<file path="src/rtl/ms_alu_pkg.sv">
// Shared constants and types for the multi-stage ALU controller.
// Latency: none (definitions only).
// Backpressure: none (definitions only).
package ms_alu_pkg;

  // Instruction geometry.
  localparam int INSTR_W = 10;
  localparam int REG_W   = 3;
  localparam int OPC_MSB = 9;
  localparam int OPC_LSB = 7;
  localparam int RX_MSB  = 6;
  localparam int RX_LSB  = 4;
  localparam int RY_MSB  = 3;
  localparam int RY_LSB  = 1;

  // Opcodes.
  localparam logic [2:0] OP_LOAD = 3'b000;
  localparam logic [2:0] OP_MOV  = 3'b001;
  localparam logic [2:0] OP_ADD  = 3'b010;
  localparam logic [2:0] OP_SUB  = 3'b011;
  localparam logic [2:0] OP_INV  = 3'b100;
  localparam logic [2:0] OP_AND  = 3'b101;
  localparam logic [2:0] OP_OR   = 3'b110;
  localparam logic [2:0] OP_XOR  = 3'b111;

  // ALU function codes.
  localparam logic [2:0] FN_ADD = 3'b000;
  localparam logic [2:0] FN_SUB = 3'b001;
  localparam logic [2:0] FN_INV = 3'b010;
  localparam logic [2:0] FN_AND = 3'b011;
  localparam logic [2:0] FN_OR  = 3'b100;
  localparam logic [2:0] FN_XOR = 3'b101;

  typedef enum logic [2:0] {
    ST_IDLE = 3'd0,
    ST_T1   = 3'd1,
    ST_T2   = 3'd2,
    ST_T3   = 3'd3,
    ST_T4   = 3'd4
  } state_t;

  // Opcode to ALU function; LOAD/MOV never use the ALU so they map to ADD.
  function automatic logic [2:0] fn_map(input logic [2:0] op);
    logic [2:0] fn;
    fn = FN_ADD;
    case (op)
      OP_SUB:  fn = FN_SUB;
      OP_INV:  fn = FN_INV;
      OP_AND:  fn = FN_AND;
      OP_OR:   fn = FN_OR;
      OP_XOR:  fn = FN_XOR;
      default: fn = FN_ADD;
    endcase
    return fn;
  endfunction

endpackage

</file>
<file path="src/rtl/ms_onehot_dec.sv">
// Index to one-hot decoder with enable; all-zero output when disabled.
// Latency: combinational.
// Backpressure: none.
module ms_onehot_dec #(
  parameter int RW = 3
) (
  input  logic [RW-1:0]      i_idx,
  input  logic               i_en,
  output logic [(1<<RW)-1:0] o_onehot
);

  localparam int NREG = 1 << RW;

  // Single hot bit at the index position, gated by the enable.
  always_comb begin
    o_onehot = '0;
    if (i_en) o_onehot = NREG'(1) << i_idx;
  end

endmodule

</file>
<file path="src/rtl/ms_alu_ctrl.sv">
// Sequencer for the A/G/Q ALU datapath and shared register bus.
// Latency: 1 cycle (LOAD/MOV), 3 (INV), 4 (ADD/SUB/AND/OR/XOR) from acceptance to Done.
// Backpressure: Exec is accepted only in IDLE; requests while Busy are dropped.
module ms_alu_ctrl
  import ms_alu_pkg::*;
#(
  parameter int IW = 10,
  parameter int RW = 3
) (
  input  logic                CLKb,
  input  logic                RSTb,
  input  logic [IW-1:0]       INSTR,
  input  logic                Exec,
  output logic                Ain,
  output logic                Gin,
  output logic                Gout,
  output logic [2:0]          FN,
  output logic [(1<<RW)-1:0]  Rin,
  output logic [(1<<RW)-1:0]  Rout,
  output logic                Extern,
  output logic                Qout,
  output logic                Busy,
  output logic                Done
);

  localparam int NREG = 1 << RW;

  state_t        r_state;
  state_t        w_next;
  logic [IW-1:0] r_ir;

  logic [2:0]    w_op;
  logic [2:0]    w_in_op;
  logic [RW-1:0] w_rx;
  logic [RW-1:0] w_ry;
  logic          w_rin_en;
  logic [RW-1:0] w_rin_idx;
  logic          w_rout_en;
  logic [RW-1:0] w_rout_idx;

  assign w_op    = r_ir[OPC_MSB:OPC_LSB];
  assign w_rx    = r_ir[RX_MSB:RX_LSB];
  assign w_ry    = r_ir[RY_MSB:RY_LSB];
  assign w_in_op = INSTR[OPC_MSB:OPC_LSB];

  // State register and instruction latch; IR only captures on acceptance.
  always_ff @(posedge CLKb or negedge RSTb) begin
    if (!RSTb) begin
      r_state <= ST_IDLE;
      r_ir    <= '0;
    end else begin
      r_state <= w_next;
      if (r_state == ST_IDLE && Exec) r_ir <= INSTR;
    end
  end

  // Next-state and strobe decode from registered state and IR only.
  always_comb begin
    w_next     = r_state;
    Ain        = 1'b0;
    Gin        = 1'b0;
    Gout       = 1'b0;
    Extern     = 1'b0;
    Qout       = 1'b0;
    Done       = 1'b0;
    w_rin_en   = 1'b0;
    w_rin_idx  = w_rx;
    w_rout_en  = 1'b0;
    w_rout_idx = w_ry;
    case (r_state)
      ST_IDLE: begin
        // INV has no A operand, so it starts directly at the G load.
        if (Exec) w_next = (w_in_op == OP_INV) ? ST_T2 : ST_T1;
      end
      ST_T1: begin
        if (w_op == OP_LOAD) begin
          Extern   = 1'b1;
          w_rin_en = 1'b1;
          Done     = 1'b1;
          w_next   = ST_IDLE;
        end else if (w_op == OP_MOV) begin
          w_rout_en = 1'b1;
          w_rin_en  = 1'b1;
          Done      = 1'b1;
          w_next    = ST_IDLE;
        end else begin
          w_rout_en  = 1'b1;
          w_rout_idx = w_rx;
          Ain        = 1'b1;
          w_next     = ST_T2;
        end
      end
      ST_T2: begin
        w_rout_en = 1'b1;
        Gin       = 1'b1;
        w_next    = ST_T3;
      end
      ST_T3: begin
        // Q load is kept a full cycle after the G load so Q never sees stale G.
        Gout   = 1'b1;
        w_next = ST_T4;
      end
      ST_T4: begin
        Qout     = 1'b1;
        w_rin_en = 1'b1;
        Done     = 1'b1;
        w_next   = ST_IDLE;
      end
      default: w_next = ST_IDLE;
    endcase
  end

  // Busy covers every non-idle state; FN is held for the whole instruction.
  always_comb begin
    Busy = (r_state != ST_IDLE);
    FN   = Busy ? fn_map(w_op) : FN_ADD;
  end

  ms_onehot_dec #(.RW(RW)) u_rin_dec (
    .i_idx    (w_rin_idx),
    .i_en     (w_rin_en),
    .o_onehot (Rin)
  );

  ms_onehot_dec #(.RW(RW)) u_rout_dec (
    .i_idx    (w_rout_idx),
    .i_en     (w_rout_en),
    .o_onehot (Rout)
  );

endmodule

</file>
<file path="config.mk">
export PLATFORM = sky130hd
export DESIGN_NAME = ms_alu_ctrl
export DESIGN_NICKNAME = d
export VERILOG_FILES = /design/src/rtl/ms_alu_pkg.sv /design/src/rtl/ms_onehot_dec.sv /design/src/rtl/ms_alu_ctrl.sv
export SDC_FILE = /design/constraint.sdc
export NUM_CORES = 1
export LEC_CHECK = 0
export ABC_AREA = 1
export BUFFER_PORTS_ARGS = -buffer_cell sky130_fd_sc_hd__clkbuf_2
export CAP_MARGIN = 20
export CORE_ASPECT_RATIO = 0.7
export CORE_MARGIN = 4
export CORE_UTILIZATION = 40
export DETAILED_ROUTE_END_ITERATION = 7
export GPL_TIMING_DRIVEN = 0
export PLACE_DENSITY = 0.74
export SYNTH_ARGS = -nofsm -noshare
export SYNTH_HDL_FRONTEND = slang
export SYNTH_SLANG_ARGS = --single-unit
</file>
<file path="constraint.sdc">
create_clock -name CLKb -period 1.2 [get_ports CLKb]
set_input_delay 0.24 -clock CLKb [delete_from_list [all_inputs] [get_ports CLKb]]
set_output_delay 0.24 -clock CLKb [all_outputs]
set_load 0.02 [all_outputs]
</file>
==> results of run 1 <==
==> logic make-up after synthesis <==
kind of cell    Yosys count
compound gates           11
buf+inv                  19
flops                    12
simple gates             80
==> Yosys cell counts, drive strengths merged <==
cell / number
a21oi: 8
buf: 1
dfrtp: 12
inv: 18
nand2: 33
nand3: 10
nor2: 33
nor3: 4
o21ai: 3
==> through the flow <==
stage          area, sq um  setup slack, ns  cells
4_1_cts               1655          -0.7191    197
3_3_place_gp          1217          -0.5433    181
3_5_place_dp          1217          -0.6146    181
2_1_floorplan         1005          -0.3312    122
==> repair_timing <==
| action | 4_1_cts |
|---|---|
| hold endpoints to repair | 12 |
| gates resized for setup | 81 |
| buffers inserted | 10 |
| setup endpoints to repair | 36 |
| pin swaps | 8 |
| gates cloned | 1 |
| hold buffers | 1 |
==> tab_implementation.tex, run 1 <==
\begin{tabular}{lr}
\hline
Metric & Value \\
\hline
\multicolumn{2}{l}{\textbf{Die}} \\
Ports & 39 \\
Horizontal extent of the die & $\sim$61 microns \\
Starting density of the core & 0.4254 \\
Height of the die & roughly 45 microns \\
Cell row count & 13 \\
\multicolumn{2}{l}{\textbf{Synth}} \\
Area of the mapped netlist & roughly 800 sq um \\
Sequential-to-total area share from yosys stat & 0.3774 \\
Share of synthesized cell area in full adder, half adder and majority cells & 0 \\
Multiplexer share of the synthesized area & 0 \\
Cell type with the largest total area after synthesis & sky130\_fd\_sc\_hd\_\_dfrtp\_1 \\
Area fraction in compound gates after synthesis & 0.06918 \\
Area share of the leading cell type in the synthesized netlist & 0.3774 \\
Syn Inst Count & about 120 \\
Synthesized net count & between 100 and 150 \\
Post-Syn Area per Cell & about 6.5 sq um \\
Synthesized-area fraction occupied by and/or/nand/nor cells & 0.4544 \\
Xor/xnor share of the synthesized area & 0 \\
Largest family of logic cells by synthesized area & simple AND/OR/NAND/NOR gates \\
Synthesis-stage register bit count & 12 \\
Main area contributors after synthesis & sky130\_fd\_sc\_hd\_\_dfrtp\_1 38\%, sky130\_fd\_sc\_hd\_\_nor2\_1 15\%, sky130\_fd\_sc\_hd\_\_nand2\_1 13\%, sky130\_fd\_sc\_hd\_\_inv\_1 7.5\%, sky130\_fd\_sc\_hd\_\_nand3\_1 5.7\% \\
Warning count from the yosys run & 0 \\
Distinct cells, synth & 16 \\
\multicolumn{2}{l}{\textbf{Clock network}} \\
TritonCTS Sinks & 12 \\
H-Tree Depth & 1 \\
Buffers from clock root to sink, at most & 2 \\
Clk root buf & sky130\_fd\_sc\_hd\_\_clkbuf\_4 \\
CTS buffer count & 3 \\
\multicolumn{2}{l}{\textbf{Timing}} \\
Type of the worst endpoint after the last repair & output port \\
GRT worst endpoint & Rout[1] \\
\multicolumn{2}{l}{\textbf{Run status}} \\
Step where the flow halted & global routing (5\_1\_grt) \\
Run status & stopped before the end \\
Error msg & [ERROR DPL-0038] Utilization greater than 100\%, impossible to legalize \\
\multicolumn{2}{l}{\textbf{Placed design}} \\
Buffers on Ports & 37 \\
Gpl congestion & 0.7966 \\
Placed wire-length estimate & 1994 microns \\
\multicolumn{2}{l}{\textbf{Global route}} \\
Pin count of the biggest net entering global routing & 13 \\
\hline
\end{tabular}
==> run 2, diff against run 1 <==
- CORE_AREA: unset -> 4 4 65 67
- CORE_ASPECT_RATIO: 0.7 -> unset
- CORE_MARGIN: 4 -> unset
- CORE_UTILIZATION: 40 -> unset
- DIE_AREA: unset -> 0 0 69 71
- PLACE_DENSITY: 0.74 -> unset
- PLACE_DENSITY_LB_ADDON: unset -> 0.15
- clock period: 1.2 -> 1.6 ns (I/O delays scaled with it)
==> tab_implementation.tex, run 2 <==
\begin{tabular}{lr}
\hline
Metric & Value \\
\hline
\multicolumn{2}{l}{\textbf{Run status}} \\
Run status & finished with violations (was stopped before the end) \\
Violations in the final reports & setup timing \\
\multicolumn{2}{l}{\textbf{Finish}} \\
Diode insertion count for antenna repair & 0 \\
Final instance area & around 1400 sq um \\
Sequential Area & slightly above 300 sq um \\
Largest register by flop count & r\_ir \\
Number of standard cells in the layout, taps in and fillers out & between 200 and 250 \\
Filler cell count in the final layout & $\sim$400 \\
Area used by multi-input combinational logic & about 580 sq um \\
Post-synthesis to final-layout area growth & 78.93\% \\
Net total in the final layout & 184 \\
Layout cells sized above 1 & 0.5647 \\
Largest registers in the final layout & r\_ir: 9 flops, r\_state: 3 flops \\
Flip-flop count of the largest register after layout & 9 \\
Most frequent cells in the layout & 18 x sky130\_fd\_sc\_hd\_\_nor2\_1, 18 x sky130\_fd\_sc\_hd\_\_nand2\_1, 17 x sky130\_fd\_sc\_hd\_\_clkbuf\_2 \\
\multicolumn{2}{l}{\textbf{Worst setup path}} \\
Worst-case register-to-register setup slack & $\sim$0.19 ns \\
CP arrival & 1.62 ns \\
Sort of element at the end of the critical path & output pin \\
Worst Reg-to-Reg Cells & 8 \\
Startpoint of the lowest-slack register-to-register path & r\_state[2] \\
Crit-path max FO & 7 \\
Critical Path RT & $\sim$1.3 ns \\
Startpoint kind of the worst setup timing path & flop \\
Worst R2R End & r\_ir[2] \\
Start-to-end type of the worst setup path & reg -> out \\
\multicolumn{2}{l}{\textbf{Power}} \\
IR Drop Worst-Case VDD & approximately 840 uV \\
Cell Pwr Density & roughly 2100 nW/um\^{}2 \\
Leakage & about 0.69 nW \\
\multicolumn{2}{l}{\textbf{Synth}} \\
Primary FF master, synth & sky130\_fd\_sc\_hd\_\_dfrtp\_1 (unchanged) \\
Synthesized net count & 135 (unchanged) \\
Number of enable flip-flop cells after synthesis & 0 (unchanged) \\
Area share of the leading cell type in the synthesized netlist & 0.3774 (unchanged) \\
Async S/R FF share, synth & 1.000 (unchanged) \\
Warning count from the yosys run & 0 (unchanged) \\
Area of the mapped netlist & 795.8 sq um (unchanged) \\
Post-Syn Area per Cell & 6.523 sq um (unchanged) \\
Distinct cells, synth & 16 (unchanged) \\
Synthesis-stage register bit count & 12 (unchanged) \\
Sequential-to-total area share from yosys stat & 0.3774 (unchanged) \\
Most repeated cell in the gate-level netlist after synthesis & sky130\_fd\_sc\_hd\_\_nor2\_1 (unchanged) \\
Main area contributors after synthesis & sky130\_fd\_sc\_hd\_\_dfrtp\_1 38\%, sky130\_fd\_sc\_hd\_\_nor2\_1 15\%, sky130\_fd\_sc\_hd\_\_nand2\_1 13\%, sky130\_fd\_sc\_hd\_\_inv\_1 7.5\%, sky130\_fd\_sc\_hd\_\_nand3\_1 5.7\% (unchanged) \\
Cell type with the largest total area after synthesis & sky130\_fd\_sc\_hd\_\_dfrtp\_1 (unchanged) \\
Syn Inst Count & 122 (unchanged) \\
Most frequent cells after synthesis & 32 x sky130\_fd\_sc\_hd\_\_nor2\_1, 27 x sky130\_fd\_sc\_hd\_\_nand2\_1, 16 x sky130\_fd\_sc\_hd\_\_inv\_1 (unchanged) \\
\multicolumn{2}{l}{\textbf{Die}} \\
Total core area & approximately 3600 sq um \\
Cell row count & 22 (was 13) \\
Ports & 39 (unchanged) \\
Starting density of the core & 0.2190 (was 0.4254) \\
Total die area & between 4000 and 5000 sq um \\
Height of the die & 71 microns (was 45.32 microns) \\
Horizontal extent of the die & 69 microns (was 61.31 microns) \\
\multicolumn{2}{l}{\textbf{Timing}} \\
Slew at the pin closest to its max-slew limit & 0.3342 ns \\
Final Slew Violations & 0 \\
Hold Vio Cnt, Final & 0 \\
Worst path setup slack after routing & -0.3353 ns \\
Worst Skew & $\sim$0.0036 ns \\
Slew headroom & 0.7772 \\
Share of the cycle needed by the critical path after routing & 1.210 \\
Final worst path period need & $\sim$1.9 ns \\
Setup repair after global routing missed its margin & yes \\
Setup Viol. Count Final & 21 \\
Fmax & between 0.5 and 0.6 GHz \\
\multicolumn{2}{l}{\textbf{Detailed routing}} \\
Via count & around 900 \\
Detail-routed net length per standard cell & 11.65 microns \\
DR DRC count & 0 \\
Via density per instance & roughly 4.2 \\
Final WL & 2540 microns \\
Antenna viol nets, final & 0 \\
Starting DRT DRC Count & 17 \\
Iteration count of the initial detailed-routing pass & 4 \\
\multicolumn{2}{l}{\textbf{Clock network}} \\
Clock Latency Late Sink & 0.24 ns \\
H-Tree Depth & 1 (unchanged) \\
Buffers from clock root to sink, at most & 2 (unchanged) \\
TritonCTS Sinks & 12 (unchanged) \\
Clk root buf & sky130\_fd\_sc\_hd\_\_clkbuf\_8 (was sky130\_fd\_sc\_hd\_\_clkbuf\_4) \\
TritonCTS clock tree & done \\
Clock-pin transition on the worst setup and hold timing paths & $\sim$0.060 ns \\
CTS buffer count & 3 (unchanged) \\
\multicolumn{2}{l}{\textbf{Worst hold path}} \\
Hold\_sp & INSTR[8] \\
WHS Path Cells & 3 \\
Worst min-delay path endpoint & r\_ir[8] \\
Hold WC Path Type & in -> reg \\
\multicolumn{2}{l}{\textbf{Global route}} \\
Global route overflow & 0 \\
GRT Total Usage & 0.1030 \\
Pin count of the biggest net entering global routing & 13 \\
Initial antenna violation count & 0 \\
First-pass GRT wire length & $\sim$4000 microns \\
Number of global-route vias before repair & 902 \\
\multicolumn{2}{l}{\textbf{Placed design}} \\
Cell area after placement & 1139 sq um (was 1217 sq um) \\
Placed wire-length estimate & 1983 microns (was 1994 microns) \\
Buffers on Ports & 37 (unchanged) \\
Gpl congestion & 0.7497 (was 0.7966) \\
Worst setup timing slack at the placement stage & -0.1621 ns (was -0.6146 ns) \\
Cell count after placement & 207 (was 181) \\
\multicolumn{2}{l}{\textbf{Job}} \\
Max-cap violations & 0 \\
\hline
\end{tabular}
-- run 2: cell counts after synthesis --
Identical to the previous run, type by type.
-- run 2: stage by stage --
| stage | TNS, ns | power, W | hold WS [ns] | util |
|---|---|---|---|---|
| after floorplan | -0.3794 | 0.001876 | 0.02441 | - |
| after global placement | -1.801 | 0.002266 | 0.2337 | 0.3134 |
| after detailed placement | -2.052 | 0.002294 | 0.2403 | 0.3134 |
| after CTS | -5.763 | 0.002852 | 0.3127 | 0.3660 |
| after global routing | -7.241 | 0.003301 | 0.3355 | 0.3919 |
| final | -5.390 | 0.003058 | 0.3121 | 0.3919 |
-- run 2: worst max-delay path by stage --
stage	start	endpoint	slack, ns	cells after the start
floorplan	r_state[2]	Rin[4]	-0.07	7
detailed placement	r_state[2]	Rout[4]	-0.16	8
global placement	r_ir[9]	Rout[4]	-0.13	8
finish	r_state[2]	Rout[5]	-0.34	8
global route	r_state[2]	Rout[5]	-0.41	8
CTS	r_state[2]	Rin[5]	-0.36	8
-- run 2: layer usage --
layer | GRT usage | up-vias | wire length, microns
met3 | 0.01705 | 2 | 93
met2 | 0.1801 | 22 | 1310
li1 | - | 474 | -
met5 | 0 | - | 0
met1 | 0.1238 | 413 | 1109
met4 | 0.04555 | 0 | 27
-- run 2: kinds of logic after synthesis --
kind of cell,share of synthesized area
AO/OA/AOI/OAI,0.06918
buffers and inverters,0.09906
flip-flops,0.3774
AND/OR/NAND/NOR,0.4544
-- run 2: power by group --
group	total [W]	internal, W	switching, W	leakage [nW]
logic	0.00214	0.000772	0.00137	0.528
clock network	0.000338	0.000218	0.000120	0.0288
registers	0.000577	0.000448	0.000128	0.136
-- run 2: what timing repair did --
item / in CTS / in global routing
gates cloned: 0 / 0
resized for setup: 30 / 36
pin swaps: 4 / 8
endpoints found under the setup margin: 22 / 23
setup buffers: 3 / 3
hold endpoints to repair: 12 / 0
hold buffers: 1 / 0
-- run 2: final cells by class --
class | count | area share
Sequential cell | 12 | 0.2127
Multi-Input combinational cell | 91 | 0.4086
Timing Repair Buffer | 44 | 0.2408
Buffer | 1 | 0.007909
Inverter | 18 | 0.04921
Tap cell | 48 | 0.04218
Clock buffer | 4 | 0.03866
-- run 2: critical path: stages, from the launching register on --
cell	delay (ns)
sky130_fd_sc_hd__dfrtp_2	0.43
sky130_fd_sc_hd__inv_2	0.09
sky130_fd_sc_hd__nand2_4	0.06
sky130_fd_sc_hd__nor2_4	0.16
sky130_fd_sc_hd__nand2_1	0.09
sky130_fd_sc_hd__nand2_2	0.13
sky130_fd_sc_hd__nand3_4	0.15
sky130_fd_sc_hd__nor2_4	0.15
sky130_fd_sc_hd__buf_8	0.12
Power figures use the tool's default switching activity.
==> run 3, diff against run 2 <==
- PLACE_DENSITY: unset -> 0.45
- PLACE_DENSITY_LB_ADDON: 0.15 -> unset
==> tab_implementation.tex, run 3 (synthesized netlist as in run 2, its figures left out) <==
\begin{tabular}{lr}
\hline
Metric & Value \\
\hline
\multicolumn{2}{l}{\textbf{Run status}} \\
Run status & finished with violations (unchanged) \\
Violations in the final reports & setup timing (unchanged) \\
\multicolumn{2}{l}{\textbf{Timing}} \\
Worst path setup slack after routing & -0.3238 ns (was -0.3353 ns) \\
Final worst path period need & 1.924 ns (was 1.935 ns) \\
Slew headroom & 0.7702 (was 0.7772) \\
Hold Vio Cnt, Final & 0 (unchanged) \\
Final Slew Violations & 0 (unchanged) \\
Setup Viol. Count Final & 22 (was 21) \\
Worst Skew & 0.002260 ns (was 0.003596 ns) \\
Final sum of negative setup slack & -5.441 ns (was -5.390 ns) \\
Setup repair after global routing missed its margin & yes (unchanged) \\
Fmax & 0.5198 GHz (was 0.5167 GHz) \\
Slew at the pin closest to its max-slew limit & 0.3448 ns (was 0.3342 ns) \\
Share of the cycle needed by the critical path after routing & 1.202 (was 1.210) \\
\multicolumn{2}{l}{\textbf{Clock network}} \\
Clock-pin transition on the worst setup and hold timing paths & 0.06 ns (about the same) \\
H-Tree Depth & 1 (unchanged) \\
TritonCTS Sinks & 12 (unchanged) \\
Clk root buf & sky130\_fd\_sc\_hd\_\_clkbuf\_8 (unchanged) \\
Buffers from clock root to sink, at most & 2 (unchanged) \\
Clock Latency Late Sink & 0.24 ns (about the same) \\
CTS buffer count & 3 (unchanged) \\
TritonCTS clock tree & done (unchanged) \\
\multicolumn{2}{l}{\textbf{Finish}} \\
Commonest non-fill, non-tap cell in the layout & sky130\_fd\_sc\_hd\_\_nor2\_4 \\
Most frequent cells in the layout & 17 x sky130\_fd\_sc\_hd\_\_nor2\_4, 15 x sky130\_fd\_sc\_hd\_\_nor2\_1, 15 x sky130\_fd\_sc\_hd\_\_nand2\_1, 15 x sky130\_fd\_sc\_hd\_\_clkbuf\_2, 13 x sky130\_fd\_sc\_hd\_\_inv\_1 (was 18 x sky130\_fd\_sc\_hd\_\_nor2\_1, 18 x sky130\_fd\_sc\_hd\_\_nand2\_1, 17 x sky130\_fd\_sc\_hd\_\_clkbuf\_2) \\
Largest registers in the final layout & r\_ir: 9 flops, r\_state: 3 flops (unchanged) \\
Layout cells sized above 1 & 0.5896 (was 0.5647) \\
Filler cell count in the final layout & 377 (was 401) \\
Flip-flop count of the largest register after layout & 9 (unchanged) \\
Final core utilization & 0.4360 (was 0.3919) \\
Post-synthesis to final-layout area growth & 99.06\% (was 78.93\%) \\
Diode insertion count for antenna repair & 0 (unchanged) \\
Net total in the final layout & 187 (was 184) \\
Largest register by flop count & r\_ir (unchanged) \\
Final instance area & 1584 sq um (was 1424 sq um) \\
\multicolumn{2}{l}{\textbf{Power}} \\
Cell Pwr Density & 2073 nW/um\^{}2 (was 2147 nW/um\^{}2) \\
Leakage & 0.7351 nW (was 0.6930 nW) \\
IR Drop Worst-Case VDD & 716.0 uV (was 838.8 uV) \\
\multicolumn{2}{l}{\textbf{Global route}} \\
Number of global-route vias before repair & 937 (was 902) \\
First-pass GRT wire length & 4181 microns (was 4071 microns) \\
Global route overflow & 0 (unchanged) \\
Pin count of the biggest net entering global routing & 13 (unchanged) \\
GRT Total Usage & 0.1039 (was 0.1030) \\
Initial antenna violation count & 0 (unchanged) \\
\multicolumn{2}{l}{\textbf{Placed design}} \\
Cell area after placement & 1139 sq um (unchanged) \\
Worst setup timing slack at the placement stage & -0.1318 ns (was -0.1621 ns) \\
Placed wire-length estimate & 1905 microns (was 1983 microns) \\
Gpl congestion & 0.7328 (was 0.7497) \\
Buffers on Ports & 37 (unchanged) \\
\multicolumn{2}{l}{\textbf{Detailed routing}} \\
Routed metal-1 wirelength & 1140 microns (was 1109 microns) \\
Final WL & 2685 microns (was 2540 microns) \\
Antenna viol nets, final & 0 (unchanged) \\
DR top layer & met4 (unchanged) \\
Detail-routed net length per standard cell & 12.15 microns (was 11.65 microns) \\
Via density per instance & 4.276 (was 4.179) \\
Starting DRT DRC Count & 21 (was 17) \\
Metal2 WL & 1384 microns (was 1310 microns) \\
DR DRC count & 0 (unchanged) \\
Via count & 945 (was 911) \\
Iteration count of the initial detailed-routing pass & 4 (unchanged) \\
DR WL met3 & 118 microns (was 93 microns) \\
\multicolumn{2}{l}{\textbf{Worst setup path}} \\
Startpoint of the lowest-slack register-to-register path & r\_state[1] (was r\_state[2]) \\
Worst-case register-to-register setup slack & 0.21 ns (was 0.19 ns) \\
Critical Path RT & 1.28 ns (about the same) \\
CP Capture Point & Rin[5] (was Rout[5]) \\
Sort of element at the end of the critical path & output pin (unchanged) \\
Startpoint kind of the worst setup timing path & flop (unchanged) \\
CP arrival & 1.60 ns (was 1.62 ns) \\
Worst R2R End & r\_ir[8] (was r\_ir[2]) \\
Start-to-end type of the worst setup path & reg -> out (unchanged) \\
Worst Reg-to-Reg Cells & 7 (was 8) \\
Crit-path max FO & 8 (was 7) \\
Start point of the critical path & r\_state[2] (unchanged) \\
\multicolumn{2}{l}{\textbf{Die}} \\
Ports & 39 (unchanged) \\
Horizontal extent of the die & 69 microns (unchanged) \\
Total core area & 3633 sq um (unchanged) \\
Cell row count & 22 (unchanged) \\
Height of the die & 71 microns (unchanged) \\
Starting density of the core & 0.2190 (unchanged) \\
Total die area & 4899 sq um (unchanged) \\
\multicolumn{2}{l}{\textbf{Worst hold path}} \\
Hold WC Path Type & in -> reg (unchanged) \\
\multicolumn{2}{l}{\textbf{Job}} \\
Max-cap violations & 0 (unchanged) \\
\hline
\end{tabular}
[run 3: cell type report]
| class | count | area [sq um] | share of cell area |
|---|---|---|---|
| plain buffers | 1 | 11.26 | 0.007109 |
| repair buffers | 47 | 411.6 | 0.2599 |
| well taps | 48 | 60.06 | 0.03791 |
| inverters | 18 | 70.07 | 0.04423 |
| multi-input cells | 91 | 674.4 | 0.4258 |
| flip-flops and latches | 12 | 301.5 | 0.1904 |
| clock buffers | 4 | 55.05 | 0.03476 |
[run 3: worst min path at each step]
stage                     startpoint    endpoint  slack (ns)  cells past startpoint
final                       INSTR[7]     r_ir[7]        0.32                      3
after global routing        INSTR[3]     r_ir[3]        0.33                      3
after CTS                   INSTR[7]     r_ir[7]        0.32                      3
after detailed placement        RSTb  r_state[2]        0.24                      1
after global placement          RSTb     r_ir[8]        0.23                      1
after floorplan                 RSTb     r_ir[1]        0.02                      0
[run 3: metal layers]
layer / up-vias / track usage
li1: 477 / -
met1: 436 / 0.1326
met2: 28 / 0.1748
met3: 4 / 0.009943
met4: 0 / 0.05206
met5: - / 0
[run 3: what timing repair did]
| item | CTS | global route |
|---|---|---|
| hold endpoints to repair | 12 | 0 |
| buffers inserted | 4 | 5 |
| resized for setup | 37 | 61 |
| hold buffers | 1 | 0 |
| endpoints found under the setup margin | 22 | 24 |
| cloned | 0 | 0 |
| pin swaps | 3 | 6 |
[run 3: where the power goes]
group          internal (W)  leakage, nW  total, W  switching [W]
registers          0.000446        0.138  0.000602       0.000156
clock network      0.000218       0.0288  0.000335       0.000117
logic              0.000858        0.568   0.00235        0.00149
[run 3: stage by stage]
| step | power (W) | instances | hold slack [ns] |
|---|---|---|---|
| floorplan | 0.001876 | 122 | 0.02441 |
| global placement | 0.002264 | 207 | 0.2331 |
| detailed placement | 0.002287 | 207 | 0.2403 |
| CTS | 0.002900 | 216 | 0.3191 |
| global route | 0.003535 | 221 | 0.3313 |
| finish | 0.003284 | 221 | 0.3183 |
[run 3: worst max-delay path, cell delays in order (launching register included)]
cell and delay [ns]:
sky130_fd_sc_hd__dfrtp_1 0.40, sky130_fd_sc_hd__inv_2 0.07, sky130_fd_sc_hd__nand2_2 0.07, sky130_fd_sc_hd__nor2_4 0.21, sky130_fd_sc_hd__nand2_2 0.12, sky130_fd_sc_hd__nand2_4 0.15
sky130_fd_sc_hd__nand2_8 0.09, sky130_fd_sc_hd__nor2_2 0.11, sky130_fd_sc_hd__buf_6 0.12
==> run 4, diff against run 3 <==
- BUFFER_PORTS_ARGS: -buffer_cell sky130_fd_sc_hd__clkbuf_2 -> unset
- DONT_BUFFER_PORTS: unset -> 1
- PLACE_DENSITY: 0.45 -> 0.36
==> tab_implementation.tex, run 4 (synthesized netlist as in run 2, its figures left out) <==
\begin{tabular}{lr}
\hline
Metric & Value \\
\hline
\multicolumn{2}{l}{\textbf{Run status}} \\
Run status & finished with violations (unchanged) \\
Violations in the final reports & setup timing (unchanged) \\
\multicolumn{2}{l}{\textbf{Timing}} \\
Final Slew Violations & 0 (unchanged) \\
Setup Viol. Count Final & 17 (was 22) \\
Final Hold Slack & 0.2407 ns (was 0.3183 ns) \\
Fmax & 0.5214 GHz (was 0.5198 GHz) \\
Slew headroom & 0.6212 (was 0.7702) \\
Slew at the pin closest to its max-slew limit & 0.5664 ns (was 0.3448 ns) \\
Share of the cycle needed by the critical path after routing & 1.199 (was 1.202) \\
Setup repair after global routing missed its margin & yes (unchanged) \\
Worst Skew & 0.001183 ns (was 0.002260 ns) \\
Worst path setup slack after routing & -0.3181 ns (was -0.3238 ns) \\
Final worst path period need & 1.918 ns (was 1.924 ns) \\
Hold Vio Cnt, Final & 0 (unchanged) \\
\multicolumn{2}{l}{\textbf{Detailed routing}} \\
Final WL & 2430 microns (was 2685 microns) \\
Detail-routed net length per standard cell & 13.58 microns (was 12.15 microns) \\
Antenna viol nets, final & 0 (unchanged) \\
Via density per instance & 4.346 (was 4.276) \\
Iteration count of the initial detailed-routing pass & 3 (was 4) \\
Via count & 778 (was 945) \\
Starting DRT DRC Count & 5 (was 21) \\
DR DRC count & 0 (unchanged) \\
\multicolumn{2}{l}{\textbf{Worst setup path}} \\
Worst-case register-to-register setup slack & 0.21 ns (about the same) \\
Start point of the critical path & r\_state[0] (was r\_state[2]) \\
Crit-path max FO & 4 (was 8) \\
Worst Reg-to-Reg Cells & 6 (was 7) \\
Critical Path RT & 1.28 ns (about the same) \\
CP arrival & 1.60 ns (about the same) \\
Startpoint of the lowest-slack register-to-register path & r\_state[0] (was r\_state[1]) \\
Start-to-end type of the worst setup path & reg -> out (unchanged) \\
Worst R2R End & r\_ir[3] (was r\_ir[8]) \\
Sort of element at the end of the critical path & output pin (unchanged) \\
Startpoint kind of the worst setup timing path & flop (unchanged) \\
\multicolumn{2}{l}{\textbf{Placed design}} \\
Gpl congestion & 0.7408 (was 0.7328) \\
Buffers on Ports & 0 (was 37) \\
Cell count after placement & 170 (was 207) \\
Cell area after placement & 953.4 sq um (was 1139 sq um) \\
Worst setup timing slack at the placement stage & -0.3005 ns (was -0.1318 ns) \\
Placed wire-length estimate & 1945 microns (was 1905 microns) \\
\multicolumn{2}{l}{\textbf{Die}} \\
Total core area & 3633 sq um (unchanged) \\
Horizontal extent of the die & 69 microns (unchanged) \\
Height of the die & 71 microns (unchanged) \\
Total die area & 4899 sq um (unchanged) \\
Starting density of the core & 0.2190 (unchanged) \\
Ports & 39 (unchanged) \\
Cell row count & 22 (unchanged) \\
\multicolumn{2}{l}{\textbf{Worst hold path}} \\
Hold WC Path Type & in -> reg (unchanged) \\
Hold\_sp & INSTR[8] (was INSTR[7]) \\
WHS Path Cells & 2 (was 3) \\
Worst min-delay path endpoint & r\_ir[8] (was r\_ir[7]) \\
\multicolumn{2}{l}{\textbf{Finish}} \\
Area used by multi-input combinational logic & 661.9 sq um (was 674.4 sq um) \\
Flip-flop count of the largest register after layout & 9 (unchanged) \\
Number of standard cells in the layout, taps in and fillers out & 179 (was 221) \\
Largest registers in the final layout & r\_ir: 9 flops, r\_state: 3 flops (unchanged) \\
Largest register by flop count & r\_ir (unchanged) \\
Filler cell count in the final layout & 414 (was 377) \\
Most frequent cells in the layout & 18 x sky130\_fd\_sc\_hd\_\_nor2\_4, 16 x sky130\_fd\_sc\_hd\_\_nand2\_1, 13 x sky130\_fd\_sc\_hd\_\_nor2\_1 (was 17 x sky130\_fd\_sc\_hd\_\_nor2\_4, 15 x sky130\_fd\_sc\_hd\_\_nor2\_1, 15 x sky130\_fd\_sc\_hd\_\_nand2\_1, 15 x sky130\_fd\_sc\_hd\_\_clkbuf\_2, 13 x sky130\_fd\_sc\_hd\_\_inv\_1) \\
Net total in the final layout & 145 (was 187) \\
Post-synthesis to final-layout area growth & 52.52\% (was 99.06\%) \\
Diode insertion count for antenna repair & 0 (unchanged) \\
Layout cells sized above 1 & 0.4656 (was 0.5896) \\
Final instance area & 1214 sq um (was 1584 sq um) \\
Commonest non-fill, non-tap cell in the layout & sky130\_fd\_sc\_hd\_\_nor2\_4 (unchanged) \\
Sequential Area & 302.8 sq um (was 301.5 sq um) \\
\multicolumn{2}{l}{\textbf{Global route}} \\
Met1 global-route usage & 0.1205 (was 0.1326) \\
GRT Total Usage & 0.1039 (about the same) \\
Layer with the highest usage & met2 (unchanged) \\
First-pass GRT wire length & 4133 microns (was 4181 microns) \\
Global route overflow & 0 (unchanged) \\
Number of global-route vias before repair & 878 (was 937) \\
Initial antenna violation count & 0 (unchanged) \\
Routing usage on met2 & 0.1748 (unchanged) \\
Pin count of the biggest net entering global routing & 13 (unchanged) \\
Met3 Use GR & 0.03409 (was 0.009943) \\
\multicolumn{2}{l}{\textbf{Power}} \\
Power share of the clock group & 0.113 (was 0.102) \\
Share of total power in sequential cells & 0.205 (was 0.183) \\
Total net switching power & 0.001676 W (was 0.001762 W) \\
IR Drop Worst-Case VDD & 715.9 uV (was 716.0 uV) \\
Leakage & 0.5198 nW (was 0.7351 nW) \\
Cell-internal power & 0.001232 W (was 0.001521 W) \\
Fraction of power consumed by combinational cells & 0.681 (was 0.715) \\
Share of total power consumed by net switching & 0.5764 (was 0.5367) \\
Cell Pwr Density & 2396 nW/um\^{}2 (was 2073 nW/um\^{}2) \\
\multicolumn{2}{l}{\textbf{Clock network}} \\
Clk root buf & sky130\_fd\_sc\_hd\_\_clkbuf\_8 (unchanged) \\
H-Tree Depth & 1 (unchanged) \\
Clock Latency Late Sink & 0.24 ns (about the same) \\
CTS buffer count & 3 (unchanged) \\
Clock-pin transition on the worst setup and hold timing paths & 0.05 ns (was 0.06 ns) \\
TritonCTS clock tree & done (unchanged) \\
TritonCTS Sinks & 12 (unchanged) \\
Buffers from clock root to sink, at most & 2 (unchanged) \\
\multicolumn{2}{l}{\textbf{Job}} \\
Max-cap violations & 0 (unchanged) \\
\hline
\end{tabular}
==> run 4: cell count changes in the layout (fill, tap and decap cells not counted), moves of 2 or more <==
cell / delta
sky130_fd_sc_hd__clkbuf_2: -15
sky130_fd_sc_hd__buf_6: -11
sky130_fd_sc_hd__clkbuf_8: -6
sky130_fd_sc_hd__buf_8: -2
sky130_fd_sc_hd__nand2_8: -2
sky130_fd_sc_hd__nor3_2: -2
sky130_fd_sc_hd__buf_4: -9
sky130_fd_sc_hd__nor2_1: -2
sky130_fd_sc_hd__nand3_1: +2
sky130_fd_sc_hd__nor3_4: +2
sky130_fd_sc_hd__nand3_2: -2
==> run 4: layout make-up <==
class                   instances  share of cell area
inverters                      18             0.05773
repair buffers                  5             0.04330
well taps                      48             0.04948
plain buffers                   1            0.009278
multi-input cells              91              0.5454
flip-flops and latches         12              0.2495
clock buffers                   4             0.04536
==> run 4: power groups by stage <==
stage	combinational (W)	clock, W	sequential, W
2_1_floorplan	0.00133	0	0.000549
3_3_place_gp	0.00153	0	0.000573
3_5_place_dp	0.00156	0	0.000576
4_1_cts	0.00191	0.000343	0.000586
5_1_grt	0.00216	0.000369	0.000620
6_report	0.00198	0.000329	0.000597
==> run 4: repair_timing <==
action | 4_1_cts | 5_1_grt
setup endpoints to repair | 21 | 22
endpoints found under the hold margin | 12 | 0
hold buffers | 1 | 0
pin swaps | 19 | 8
buffers inserted | 3 | 1
resized for setup | 33 | 10
==> run 4: worst max-delay path by stage <==
stage,cells after the start,to,slack (ns)
6_report,5,Rout[5],-0.32
5_1_grt,5,Rout[7],-0.41
4_1_cts,5,Rout[5],-0.35
3_5_place_dp,7,Rin[4],-0.30
3_3_place_gp,7,Rin[6],-0.26
2_1_floorplan,7,Rin[4],-0.07
==> run 4: worst max-delay path, stage by stage (launching register included) <==
cell,delay [ns]
sky130_fd_sc_hd__dfrtp_2,0.44
sky130_fd_sc_hd__nor3_4,0.36
sky130_fd_sc_hd__inv_2,0.10
sky130_fd_sc_hd__nand2_4,0.11
sky130_fd_sc_hd__nand3_4,0.14
sky130_fd_sc_hd__nor2_4,0.20
==> run 4: through the flow <==
stage | util | setup TNS (ns) | total power [W]
4_1_cts | 0.3237 | -5.653 | 0.002842
6_report | 0.3340 | -4.608 | 0.002908
3_5_place_dp | 0.2624 | -3.165 | 0.002134
3_3_place_gp | 0.2624 | -2.790 | 0.002107
2_1_floorplan | - | -0.3794 | 0.001876
5_1_grt | 0.3340 | -6.295 | 0.003154
==> run 4: metal layers <==
layer	vias up	part of all wire
met5	-	0
met4	0	0.0082
met3	2	0.058
met2	20	0.51
met1	359	0.42
li1	397	-
